`config.mk`:
```
export PLATFORM = sky130hd
export DESIGN_NAME = arbitro_barramento
export DESIGN_NICKNAME = d
export VERILOG_FILES = /design/src/rtl/arbitro_barramento.sv
export SDC_FILE = /design/constraint.sdc
export NUM_CORES = 1
export LEC_CHECK = 0
export CAP_MARGIN = 20
export CORE_MARGIN = 4
export CORE_UTILIZATION = 55
export DETAILED_ROUTE_END_ITERATION = 10
export PLACE_DENSITY = 0.81
export SLEW_MARGIN = 20
export SYNTH_ARGS = -nofsm -noshare
export SYNTH_HDL_FRONTEND = slang
export SYNTH_SLANG_ARGS = --single-unit
export TNS_END_PERCENT = 5
```
`constraint.sdc`:
```
create_clock -name clock -period 3.3 [get_ports clock]
set_clock_uncertainty 0.1 [all_clocks]
set_input_delay 0.33 -clock clock [delete_from_list [all_inputs] [get_ports clock]]
set_output_delay 0.33 -clock clock [all_outputs]
set_load 0.03 [all_outputs]
```
`src/rtl/arbitro_barramento.sv`:
```
// -----------------------------------------------------------------------------
// arbitro_barramento
//   Round-robin arbiter that shares one bus among 2**SEL_W (= 8) requesters.
//   A winner keeps the bus until it asserts done or drops its request.
//   Every hand-over is followed by one dead (turnaround) cycle.
//   The one-hot grant comes from a decodificador driven by the registered
//   owner index, so gnt can never be multi-hot.
//
//   Optional feature macro: ARB_TIMEOUT_EN
//     When defined, an owner is forcibly released after MAX_HOLD grant cycles.
//     A one-cycle pulse appears on the timeout port during the turnaround.
//     The MAX_HOLD/CNT_W parameters and the timeout port exist only in that build.
//
// Ports
//   clock      in   1  single clock, posedge
//   reset_n    in   1  asynchronous, active-low reset
//   req        in   8  request lines, bit i = requester i
//   done       in   1  owner releases the bus (only looked at while granted)
//   gnt        out  8  one-hot grant, zero outside GRANT
//   gnt_idx    out  3  registered owner index; holds its value while idle
//   gnt_valid  out  1  high while a grant is active
//   timeout    out  1  forced-release pulse (ARB_TIMEOUT_EN only)
// -----------------------------------------------------------------------------

// 3->8 (generally SEL_W -> 2**SEL_W) one-hot decoder
module decodificador #(
   parameter int SEL_W = 3
) (
   input  logic [SEL_W-1:0]      sel_i,
   output logic [(1<<SEL_W)-1:0] dec_o
);
   always_comb begin
      dec_o        = '0;
      dec_o[sel_i] = 1'b1;
   end
endmodule

module arbitro_barramento #(
   parameter int SEL_W    = 3
`ifdef ARB_TIMEOUT_EN
  ,parameter int MAX_HOLD = 16,
   parameter int CNT_W    = 5      // needs 2**CNT_W > MAX_HOLD
`endif
) (
   input  logic                   clock,
   input  logic                   reset_n,
   input  logic [(1<<SEL_W)-1:0]  req,
   input  logic                   done,
   output logic [(1<<SEL_W)-1:0]  gnt,
   output logic [SEL_W-1:0]       gnt_idx,
   output logic                   gnt_valid
`ifdef ARB_TIMEOUT_EN
  ,output logic                   timeout
`endif
);
   localparam int NREQ = 1 << SEL_W;

   typedef enum logic [1:0] {S_IDLE, S_GRANT, S_RELEASE} state_t;

   state_t           state_q, state_d;
   logic [SEL_W-1:0] ptr_q,   ptr_d;     // highest-priority requester for next pick
   logic [SEL_W-1:0] idx_q,   idx_d;     // current / last owner
   logic [SEL_W-1:0] sel;
   logic [SEL_W-1:0] cand;
   logic             any_req;
   logic             rel;
   logic [NREQ-1:0]  dec;

`ifdef ARB_TIMEOUT_EN
   logic [CNT_W-1:0] cnt_q, cnt_d;
   logic             tmo_q, tmo_d;
   logic             forced;
`endif

   // Round-robin pick: first requester at or after ptr_q, wrapping.
   // Scanning offsets from high to low lets the smallest offset win.
   always_comb begin
      any_req = |req;
      sel     = ptr_q;
      cand    = '0;
      for (int i = NREQ-1; i >= 0; i--) begin
         cand = ptr_q + SEL_W'(i);
         if (req[cand]) sel = cand;
      end
   end

   always_comb begin
      state_d = state_q;
      ptr_d   = ptr_q;
      idx_d   = idx_q;
      rel     = 1'b0;
`ifdef ARB_TIMEOUT_EN
      cnt_d   = cnt_q;
      tmo_d   = 1'b0;
      forced  = 1'b0;
`endif
      case (state_q)
         S_IDLE, S_RELEASE: begin
            // RELEASE and IDLE pick the same way; RELEASE just never stays put
            if (any_req) begin
               state_d = S_GRANT;
               idx_d   = sel;
`ifdef ARB_TIMEOUT_EN
               cnt_d   = '0;
`endif
            end else begin
               state_d = S_IDLE;
            end
         end
         S_GRANT: begin
            // Other requests never preempt; only the owner can give up the bus.
            rel = done | ~req[idx_q];
`ifdef ARB_TIMEOUT_EN
            forced = ~rel & (cnt_q == CNT_W'(MAX_HOLD-1));
            tmo_d  = forced;
            if (rel | forced) begin
`else
            if (rel) begin
`endif
               state_d = S_RELEASE;
               ptr_d   = idx_q + SEL_W'(1);
            end
`ifdef ARB_TIMEOUT_EN
            else begin
               cnt_d = cnt_q + CNT_W'(1);
            end
`endif
         end
         default: state_d = S_IDLE;
      endcase
   end

   always_ff @(posedge clock or negedge reset_n) begin
      if (!reset_n) begin
         state_q <= S_IDLE;
         ptr_q   <= '0;
         idx_q   <= '0;
`ifdef ARB_TIMEOUT_EN
         cnt_q   <= '0;
         tmo_q   <= 1'b0;
`endif
      end else begin
         state_q <= state_d;
         ptr_q   <= ptr_d;
         idx_q   <= idx_d;
`ifdef ARB_TIMEOUT_EN
         cnt_q   <= cnt_d;
         tmo_q   <= tmo_d;
`endif
      end
   end

   decodificador #(.SEL_W(SEL_W)) u_dec (
      .sel_i (idx_q),
      .dec_o (dec)
   );

   assign gnt_valid = (state_q == S_GRANT);
   assign gnt_idx   = idx_q;
   assign gnt       = dec & {NREQ{gnt_valid}};
`ifdef ARB_TIMEOUT_EN
   assign timeout   = tmo_q;
`endif

endmodule

```
# [Yosys cells after proc, flatten, opt, wreduce, memory -nomap -nowiden]
# Cells that the tools add are included.
[totals] ff_bits=8 elab_cells=64 input_bits=11 output_inout_bits=12
[classes] muxes=31 eq_ne=3 add_sub_neg=8 bitwise_logic=3 reduce_logical=6 n_lt_le_gt_ge=10
[op_table] operator="3-bit by 4-bit less-than comparator with 1-bit output, second input constant" count=9
[op_table] operator="1-bit binary-select mux with 3-bit select" count=9
[op_table] operator="3-bit two-way mux" count=8
[op_table] operator="3-bit adder, second input constant" count=4
[op_table] operator="1-bit two-way mux" count=11
[op_table] operator="8-bit AND" count=1
[op_table] operator="8-bit OR reduction" count=1
[op_table] operator="3-bit by 1-bit adder with 3-bit output, second input constant" count=2
[op_table] operator="3-bit by 2-bit adder with 3-bit output, second input constant" count=2
[op_table] operator="2-bit case mux with 2 select lines" count=1
[op_table] operator="2-bit AND reduction" count=2
[op_table] operator="1-bit demux with 3-bit select" count=1
[op_table] operator="3-bit by 1-bit greater-or-equal comparator with 1-bit output, second input constant" count=1
[op_table] operator="2-bit by 1-bit == test with 1-bit output, second input constant" count=1
[op_table] operator="2-bit == test, second input constant" count=1
[op_table] operator="2-bit zero test" count=1
[op_table] operator="2-bit two-way mux" count=1
[op_table] operator="2-bit by 1-bit inequality test with 1-bit output, second input constant" count=1
[op_table] operator="2-bit OR reduction" count=1
[op_table] operator="1-bit logical AND" count=1
[op_table] operator="1-bit inverter" count=1
[op_table] operator="1-bit bitwise OR" count=1

# [Longest topological paths before layout]
[depth] depth_word=11 ltp_mapped=12

# [Modules after synthesis]
# A second synthesis with hierarchy kept.
[unflattened] cells_unflattened=170 hier_area_um2=1572.8
[modules_own_cells] mod="arbitro_barramento" cells_each=162 instances=1 area_each_um2=1507.7
[modules_own_cells] mod="decodificador" cells_each=8 instances=1 area_each_um2=65.1

# [Least setup slack after synthesis]
# Ideal clock, no wire load.
[synth_path] path_kind="flip-flop to flip-flop" startpoint="register ptr_q[1]" endpoint="register idx_q[1], in the netlist gnt_idx[1]" path_slack_ns=0.285 stages_incl_launch_ff=12 t_required_ns=3.114 arrival_time_ns=2.829 period_less_slack_ns=3.015 path_cell_list="dfrtp_1 buf_2 buf_2 inv_1 ha_1 buf_6 buf_2 mux4_2 a2111oi_0 a41o_1 nand4_1 o221ai_2"
[synth_between] elab_chain_cells=11
[synth_lines] element="start: declaration" line="61" rtl="logic [SEL_W-1:0] ptr_q, ptr_d;"
[synth_lines] element="start signal: assignment" line="144" rtl="ptr_q <= ptr_d;"
[synth_lines] element="3-bit adder" line="82" rtl="cand = ptr_q + SEL_W'(i);"
[synth_lines] element="1-bit binary-select mux with 3-bit select" line="83" rtl="if (req[cand]) sel = cand;"
[synth_lines] element="1-bit two-way mux (not written as such)" line="83"
[synth_lines] element="3-bit two-way mux (7 in series)" line="83"
[synth_lines] element="3-bit two-way mux (*)" line="83"
[synth_lines] element="end signal: assignment" line="145" rtl="idx_q <= idx_d;"
[synth_lines] element="end: declaration" line="62" rtl="logic [SEL_W-1:0] idx_q, idx_d;"
# Every way passes the cells marked *; elsewhere a longest branch is shown, timed or not. The select of a mux whose other input is x is not followed.
# A chain may end at the register's enable or synchronous reset.

# [Final worst setup path]
# Ends and elaborated chain as after synthesis.

==> metrics.txt <==
XOR/XNOR share of the synthesized area 0.0222; initial antenna violation count 0; CTS clock-pin slew for the worst setup and hold paths 0.07 ns; Slew Viols, Final 0; Syn-to-layout area delta 13.9%; CP max FO 10; CTS Buf Count 3; Die ar. 3780 sq um; crit path cell chain inv_1 -> ha_1 -> buf_4 -> mux4_2 -> a21boi_0 -> a22oi_1 -> a2111oi_2 -> o221ai_2; RSZ-0062 raised after global routing false; fmax 0.346 GHz; DRT iter0 DRCs 118; drt drc 0; Fin. Hold Viols 0; vias 1507; dpl hpwl 3260 um; Clk Latency, worst-skew pair roughly 0.26 ns; Worst Hold Class in -> async; Peak VDD IR between 0.7 and 0.8 mV; syn_nets roughly 180; Pwr per Cell Area ~1200 nW/um^2; CTS sink cnt 8; layout cells sized above 1 0.207; Nets 195; vias in the first global route roughly 1400; main combinational cell family by area after synthesis multiplexers; fillers 217; status complete, no violations; Hold-fix buffers, CTS 0; Max Root-Sink Buffers 2; number of synthesized flops with an enable pin 0; Max H-tree Level 1; Compound-Gate Fraction of Synth Area 0.176; Max Cap Violations 0; DP Area 1770 sq um; Antenna Nets Post-Route 0; Adder-Cell Fraction of Synth Area 0.0238; prevailing post-synth register cell dfrtp_1; slowest cell on the critical path mux4_2; drt first pass iters 4; diode count 0; gr ovfl total 0; Worst-Margin Slew 0.513 ns; setup bufs post-CTS 0; first-pass GRT wire length 7330 um; std cell rows 19; synthesized flop and latch total 8; Die Wd 61.5 um; CP arrival 2.94 ns; Setup Total Neg Slack 0 ns; Crit path required time between 3 and 4 ns; final instance area 1790 sq um; post-synthesis async set-or-reset flop share 1.00; period utilization 0.877; Max stage delay on crit path 0.54 ns; final wirelength 4440 um; Post-CTS Resized 0; startpoint types flop; multi-input logic area 1260 sq um; DR WL/cell 21.2 um; Crit Path Class reg -> reg; Die Span Y 61.5 um; yosys warns 0; Cells after Synth 169; pin count of the biggest net entering global routing 23; initial core utilization 0.571; IO Pins 23; RR Startpoint ptr_q[1]; Critical R2R Capture gnt_idx[1]; Rel. slew slack 0.657; Total GRT Usage 0.260; crit end category flop; Seq/Total Area, Yosys 0.127; CTS tree done; DR vias/cell 7.18; Pleak approximately 0.69 nW; Synth cell types 44; Synth Cell Area 1580 sq um; synthesized area per cell 9.32 sq um; IO Port Bufs 22; register area approximately 200 sq um; Core ar. 2760 sq um; R2R Setup Slk just over 0.4 ns; Register-to-Register Path Depth 8; Setup-failing EPs final 0; gpl congestion just under 1; Synth Area in Simple Gates 0.154; mux contribution to synthesized area 0.427; min cycle time layout 2.89 ns; Clock Tree Root clkbuf_4
-- critical path: cells and delay by family (launching register included) --
family                   cells  cell delay [ns]
buffers and inverters        2             0.36
adder cells (fa/ha/maj)      1             0.53
multiplexers                 1             0.54
flip-flops                   1             0.35
AO/OA/AOI/OAI                4             0.90
-- sequential cells by signal, summed over array words and instances, names as in the netlist --
| register | flops |
|---|---|
| gnt_idx | 3 |
| ptr_q | 3 |
| state_q | 2 |
-- cell families (layout without fill, tap and decap cells) --
family          count (synthesis)  in the layout
flops                           8              8
compound gates                 38             38
fa+ha+maj                       3              3
mux                            41             41
buf+inv                        24             34
xor+xnor                        4              4
simple gates                   51             51
-- layer usage --
metal / vias to the layer above / share of wire / routed length (um) / track usage
met1: 740 / 0.40 / 1770 / 0.372
met5: - / 0 / 0 / 0
met4: 0 / 0.020 / 90 / 0.0758
li1: 667 / - / - / -
met2: 86 / 0.49 / 2200 / 0.411
met3: 14 / 0.087 / 385 / 0.0377
-- layout by cell type (no fill, tap or decap), types with 4 or more instances in the layout --
cell             netlist  routed
nor2_1                14      14
buf_4                  2       4
mux4_2                16      16
o21ai_0                9       9
a211oi_1               4       4
nand2b_1               5       5
clkdlybuf4s50_1        0      22
nor3_1                 4       4
mux2i_1               12      12
inv_1                  5       5
nand2_1               15      15
mux2_2                10      10
a21oi_1                5       5
dfrtp_1                8       8
-- cell usage after synthesis (4+ instances only) --
| cell type | n | share of area |
|---|---|---|
| nor3_1 | 4 | 0.013 |
| mux2i_1 | 12 | 0.076 |
| mux4_2 | 16 | 0.23 |
| o21ai_0 | 9 | 0.029 |
| mux2_2 | 10 | 0.071 |
| buf_2 | 5 | 0.016 |
| nand2_1 | 15 | 0.036 |
| nor2_1 | 14 | 0.033 |
| dfrtp_1 | 8 | 0.13 |
| inv_1 | 5 | 0.012 |
| clkbuf_1 | 11 | 0.026 |
| nand2b_1 | 5 | 0.020 |
| a21oi_1 | 5 | 0.016 |
| a211oi_1 | 4 | 0.019 |
-- final cells by class --
class / count / area share
flip-flops and latches: 8 / 0.112
multi-input cells: 137 / 0.704
well taps: 31 / 0.0216
clock buffers: 3 / 0.0126
inverters: 5 / 0.0105
repair buffers: 26 / 0.139
-- report_power, final --
group | leakage [nW] | internal, W | switching [W]
clock | 0.0138 | 0.0000417 | 0.0000375
sequential | 0.0985 | 0.000147 | 0.0000689
combinational | 0.578 | 0.000837 | 0.000958
total | 0.691 | 0.00103 | 0.00106
-- metrics by stage --
stage | std cells | util | hold WS [ns] | power, W | setup WS [ns]
floorplan | 169 | - | -0.0656 | 0.00163 | 0.285
global placement | 207 | 0.642 | 0.449 | 0.00192 | 0.481
detailed placement | 207 | 0.642 | 0.457 | 0.00199 | 0.419
CTS | 210 | 0.651 | 0.281 | 0.00207 | 0.408
global route | 210 | 0.651 | 0.296 | 0.00226 | 0.229
finish | 210 | 0.651 | 0.268 | 0.00209 | 0.406
-- how the worst max path moves through the flow --
stage / from / endpoint
global placement: req[7] / gnt_idx[1]
floorplan: ptr_q[1] / gnt_idx[1]
detailed placement: ptr_q[0] / gnt_idx[1]
CTS: ptr_q[0] / gnt_idx[1]
finish: ptr_q[1] / gnt_idx[1]
global route: ptr_q[0] / gnt_idx[1]
Note: power is estimated with default switching activity, not from simulation.
